`config.mk`:
```
export PLATFORM = sky130hd
export DESIGN_NAME = int_ctrl
export DESIGN_NICKNAME = d
export VERILOG_FILES = /design/src/rtl/int_ctrl.sv
export SDC_FILE = /design/constraint.sdc
export NUM_CORES = 1
export LEC_CHECK = 0
export BUFFER_PORTS_ARGS = -buffer_cell sky130_fd_sc_hd__buf_2
export CAP_MARGIN = 25
export CORE_AREA = 5 5 104 106
export CTS_CLUSTER_SIZE = 28
export DETAILED_ROUTE_END_ITERATION = 6
export DIE_AREA = 0 0 109 111
export GPL_TIMING_DRIVEN = 0
export PLACE_DENSITY_LB_ADDON = 0.12
export SLEW_MARGIN = 5
export SYNTH_ARGS = -nofsm -noshare
export SYNTH_HDL_FRONTEND = slang
export SYNTH_SLANG_ARGS = --single-unit
export TNS_END_PERCENT = 50
```
`constraint.sdc`:
```
create_clock -name clk_i -period 1.2 [get_ports clk_i]
set_clock_uncertainty 0.1 [all_clocks]
set_input_delay 0.12 -clock clk_i [delete_from_list [all_inputs] [get_ports clk_i]]
set_output_delay 0.12 -clock clk_i [all_outputs]
set_load 0.02 [all_outputs]
```
`src/rtl/int_ctrl.sv`:
```
// int_ctrl: memory-mapped interrupt controller. Captures edge/level requests,
// applies mask and fixed lowest-index priority, and hands one interrupt at a time to the CPU.
module int_ctrl #(
  parameter int NSRC    = 6,
  parameter int ADDR_WD = 4
) (
  input  logic               clk_i,
  input  logic               rst_i,
  input  logic [ADDR_WD:1]   add_i,
  input  logic               we_i,
  input  logic               re_i,
  input  logic [31:0]        dat_i,
  output logic [31:0]        dat_o,
  input  logic [NSRC-1:0]    irq_i,
  output logic               int_o,
  output logic [3:0]         int_id_o
);

  localparam logic [ADDR_WD:1] A_CTRL  = ADDR_WD'(0);
  localparam logic [ADDR_WD:1] A_MASK  = ADDR_WD'(1);
  localparam logic [ADDR_WD:1] A_MODE  = ADDR_WD'(2);
  localparam logic [ADDR_WD:1] A_PEND  = ADDR_WD'(3);
  localparam logic [ADDR_WD:1] A_CLAIM = ADDR_WD'(4);
  localparam logic [ADDR_WD:1] A_EOI   = ADDR_WD'(5);

  logic            r_ctrl;
  logic [NSRC-1:0] r_mask;
  logic [NSRC-1:0] r_mode;
  logic [NSRC-1:0] r_pend;
  logic [NSRC-1:0] r_insvc;
  logic [NSRC-1:0] r_irq_q;
  logic [31:0]     r_dat;
  logic            r_int;
  logic [3:0]      r_int_id;

  logic            w_rd;
  logic            w_wr_ctrl;
  logic            w_wr_mask;
  logic            w_wr_mode;
  logic            w_wr_pend;
  logic            w_eoi;
  logic            w_claim_ok;
  logic [NSRC-1:0] w_mode_chg;
  logic [NSRC-1:0] w_pend_nxt;
  logic [NSRC-1:0] w_insvc_nxt;
  logic [NSRC-1:0] w_active;
  logic [3:0]      w_win;
  logic            w_int_nxt;
  logic [3:0]      w_id_nxt;
  logic [31:0]     w_rd_data;
  logic            w_unused;

  assign w_rd       = re_i & ~we_i;
  assign w_wr_ctrl  = we_i & (add_i == A_CTRL);
  assign w_wr_mask  = we_i & (add_i == A_MASK);
  assign w_wr_mode  = we_i & (add_i == A_MODE);
  assign w_wr_pend  = we_i & (add_i == A_PEND);
  assign w_eoi      = we_i & (add_i == A_EOI);
  // A claim only grants when an interrupt is actually being presented this cycle
  assign w_claim_ok = w_rd & (add_i == A_CLAIM) & r_int;
  assign w_mode_chg = w_wr_mode ? (dat_i[NSRC-1:0] ^ r_mode) : {NSRC{1'b0}};
  assign w_active   = r_pend & r_mask & ~r_insvc;
  assign w_int_nxt  = r_ctrl & (|w_active) & ~(|r_insvc);
  assign w_id_nxt   = w_int_nxt ? w_win : 4'd0;
  assign w_unused   = ^dat_i[31:NSRC];

  assign dat_o    = r_dat;
  assign int_o    = r_int;
  assign int_id_o = r_int_id;

  // Per-source pending and in-service next state
  always_comb begin
    w_pend_nxt  = r_pend;
    w_insvc_nxt = r_insvc;
    for (int i = 0; i < NSRC; i++) begin
      if (w_mode_chg[i]) begin
        w_pend_nxt[i] = 1'b0;
      end else if (!r_mode[i]) begin
        w_pend_nxt[i] = irq_i[i];
      end else if (irq_i[i] & ~r_irq_q[i]) begin
        w_pend_nxt[i] = 1'b1;
      end else if ((w_wr_pend & dat_i[i]) | (w_claim_ok & (r_int_id == 4'(i)))) begin
        w_pend_nxt[i] = 1'b0;
      end else begin
        w_pend_nxt[i] = r_pend[i];
      end

      if (w_claim_ok & (r_int_id == 4'(i))) begin
        w_insvc_nxt[i] = 1'b1;
      end else if (w_eoi & (dat_i[3:0] == 4'(i))) begin
        w_insvc_nxt[i] = 1'b0;
      end else begin
        w_insvc_nxt[i] = r_insvc[i];
      end
    end
  end

  // Fixed priority: scan downwards so the lowest active index is the last to land
  always_comb begin
    w_win = 4'd0;
    for (int i = NSRC - 1; i >= 0; i--) begin
      if (w_active[i]) begin
        w_win = 4'(i);
      end else begin
        w_win = w_win;
      end
    end
  end

  // Register read multiplexer, including the claim response word
  always_comb begin
    w_rd_data = 32'd0;
    case (add_i)
      A_CTRL:  w_rd_data = {31'd0, r_ctrl};
      A_MASK:  w_rd_data = {{(32-NSRC){1'b0}}, r_mask};
      A_MODE:  w_rd_data = {{(32-NSRC){1'b0}}, r_mode};
      A_PEND:  w_rd_data = {{(32-NSRC){1'b0}}, r_pend};
      A_CLAIM: w_rd_data = r_int ? {1'b1, 27'd0, r_int_id} : 32'd0;
      default: w_rd_data = 32'd0;
    endcase
  end

  // State registers
  always_ff @(posedge clk_i or negedge rst_i) begin
    if (!rst_i) begin
      r_ctrl   <= 1'b0;
      r_mask   <= {NSRC{1'b0}};
      r_mode   <= {NSRC{1'b0}};
      r_pend   <= {NSRC{1'b0}};
      r_insvc  <= {NSRC{1'b0}};
      r_irq_q  <= {NSRC{1'b0}};
      r_dat    <= 32'd0;
      r_int    <= 1'b0;
      r_int_id <= 4'd0;
    end else begin
      if (w_wr_ctrl) r_ctrl <= dat_i[0];
      else           r_ctrl <= r_ctrl;
      if (w_wr_mask) r_mask <= dat_i[NSRC-1:0];
      else           r_mask <= r_mask;
      if (w_wr_mode) r_mode <= dat_i[NSRC-1:0];
      else           r_mode <= r_mode;
      if (w_rd)      r_dat  <= w_rd_data;
      else           r_dat  <= r_dat;
      r_pend   <= w_pend_nxt;
      r_insvc  <= w_insvc_nxt;
      r_irq_q  <= irq_i;
      r_int    <= w_int_nxt;
      r_int_id <= w_id_nxt;
    end
  end

endmodule

```
==> metrics.yaml <==
root_buffer: "clkbuf_8"
die_x_um: 109
p_per_area_nw_per_um2: 1270
ys.flop_type: "dfrtp_1"
vias_per_cell: 4.20
first_pass_iters: 4
place_hpwl_um: 4770
die_h_um: 111
max_stage_delay_ns: 0.43
post-route-util: 0.311
synth-edff-count: 0
min_path_type: "in2reg"
violations: "setup timing"
cp_slowest_cell: "dfrtp_2"
clock_latency_ns: 0.30
cts_sinks: 42
r2r_end: "r_pend[4]$_DFFE_PN0P_"
crit_type: "reg2reg"
drt-total-wl_um: 6280
synth_area_um2: 2290
startpoint_type: "flop"
synthArstFlopShare: 1.00
drv_cap: 0
initial_core_util: 0.236
pre_cts_slack_ns: -0.339
htree_levels: 2
cp_top_family: "simple AND/OR/NAND/NOR gates"
leakage_nw: 1.45
final_common_cell: "dfrtp_1"
min_period_ns: 1.44
nets: 345
vdd_drop_max_v: 0.000416
fin_area_um2: 3020
grt_pass1_wl_um: 10100
yosysTopAreaCell: "dfrtp_1"
r2r_cells: 4
r2r_start: "int_id_o[1]$_DFF_PN0_"
antenna_found_initial: 0
rsz0062_at_grt: "true"
grt-ovfl-total: 0
wl_met3_um: 351
total_power_mw: 3.82
place.gp.congestion: 0.754
synth.area.top_cells: "dfrtp_1, buf_4, nand2_1"
track_usage: 0.108
area_growth_pct: 31.8
endpoint: "r_pend[4]$_DFFE_PN0P_"
synth-seq-area-share: 0.459
mostFrequentLayoutCells: "dfrtp_1, nand2_1, buf_2"
antenna_cells: 0
drive_above_1_share: 0.367
synth_seq_cells: 42
setup_tns_ns: -2.10
cp-startpoint: "int_id_o[1]$_DFF_PN0_"
critPathMaxFanout: 3
status: "complete, but fails checks"
first_iter_violations: 132
end_kind: "flop"
avgSynthCellArea_um2: 9.99
max_freq_mhz: 696
core_area_um2: 9680
hold_viol_final: 0
cp.depth: 4
synth_cell_types: 43
via_count: 1819
ios: 83
clk_pin_slew_ns: 0.08
wl_met1_um: 2950
r2r_slack_ns: -0.24
wl_met2_um: 2890
post-route-period-util: 1.20
drc: 0
path_buf_inv: 0
synth_top_area_frac: 0.459
syn_inst: 229
top_layer_used: "met4"
wl_per_cell_um: 14.5
dpl_cell_area_um2: 2750
cts_buffers: 5
grt_max_degree: 35
clockBufferDepth: 2
cts_tree: "built"
grt_pass1_vias: 1813
num_rows: 36
ant_nets: 0
cp.arrival_ns: 1.51
setup_violations: 16
io_buffers: 28
die_area_um2: 12100
maxSlewViolCount: 0
ys_warn_count: 0
setup_slack_ns: -0.237
crit_chain: "nor4b_4 > nand4b_1 > a32oi_1 > a211oi_1"
required_ns: 1.28
-- stage by stage --
| stage | instances | hold slack [ns] |
|---|---|---|
| floorplan | 254 | -0.276 |
| global placement | 415 | 0.149 |
| detailed placement | 416 | -0.103 |
| CTS | 433 | 0.00621 |
| global route | 433 | 0.0138 |
| finish | 433 | 0.0115 |
-- state kept, by name, indices dropped and copies added, names as in the netlist --
name,flops
r_ctrl,1
int_id_o,3
r_mode,6
r_insvc,6
r_irq_q,6
int_o,1
r_mask,6
dat_o,7
r_pend,6
-- what timing repair did --
item / 4_1_cts / 5_1_grt
pin swaps: 9 / 5
gates resized for setup: 14 / 11
setup buffers: 2 / 0
setup endpoints to repair: 21 / 28
hold buffers: 7 / 0
endpoints found under the hold margin: 50 / 0
-- worst min path at each step --
| stage | cells past startpoint | slack [ns] | endpoint | from |
|---|---|---|---|---|
| 2_1_floorplan | 0 | -0.28 | dat_o[0]$_DFFE_PN0N_ | rst_i |
| 3_3_place_gp | 1 | 0.15 | r_irq_q[1]$_DFF_PN0_ | irq_i[1] |
| 3_5_place_dp | 1 | -0.10 | dat_o[0]$_DFFE_PN0N_ | rst_i |
| 4_1_cts | 2 | 0.006 | r_mask[5]$_DFFE_PN0P_ | dat_i[5] |
| 5_1_grt | 2 | 0.01 | r_mask[4]$_DFFE_PN0P_ | dat_i[4] |
| 6_report | 2 | 0.01 | r_mask[5]$_DFFE_PN0P_ | dat_i[5] |
-- cells by family after synthesis --
kind of cell | Yosys count | synth area share
compound gates | 40 | 0.119
flops | 42 | 0.459
other cells | 1 | 0.00164
mux | 13 | 0.0787
buf+inv | 38 | 0.112
xor+xnor | 2 | 0.00766
simple gates | 93 | 0.221
-- cell type report --
| cell class | instances | area [um2] |
|---|---|---|
| well taps | 133 | 166 |
| repair buffers | 38 | 249 |
| flip-flops and latches | 42 | 1060 |
| clock buffers | 7 | 86.3 |
| fillers | 1023 | 6670 |
| plain buffers | 35 | 262 |
| inverters | 3 | 16.3 |
| multi-input cells | 174 | 1180 |
| clock inverters | 1 | 5.00 |
-- synth_stat cells, drive strengths merged, types with 3 or more instances --
cell	number
a21oi	5
a32oi	4
nor3b	5
nor2	10
buf	34
o21ai	11
nand2b	3
mux2	12
inv	3
and4bb	3
nor4	3
and2	3
nand3	9
nand2	38
dfrtp	42
and3b	3
a22oi	8
o31ai	3
nand3b	4
-- report_power, final --
part           internal [mW]  switching [mW]  total [mW]
sequential              1.62           0.190        1.81
combinational          0.506           0.547        1.05
clock                  0.465           0.500       0.965
total                   2.59            1.24        3.82
-- layer usage --
metal | up-vias | GRT usage
li1 | 898 | -
met3 | 5 | 0.0227
met5 | - | 0
met4 | 0 | 0.0303
met1 | 864 | 0.151
met2 | 52 | 0.167
(Power assumes the default switching activity.)
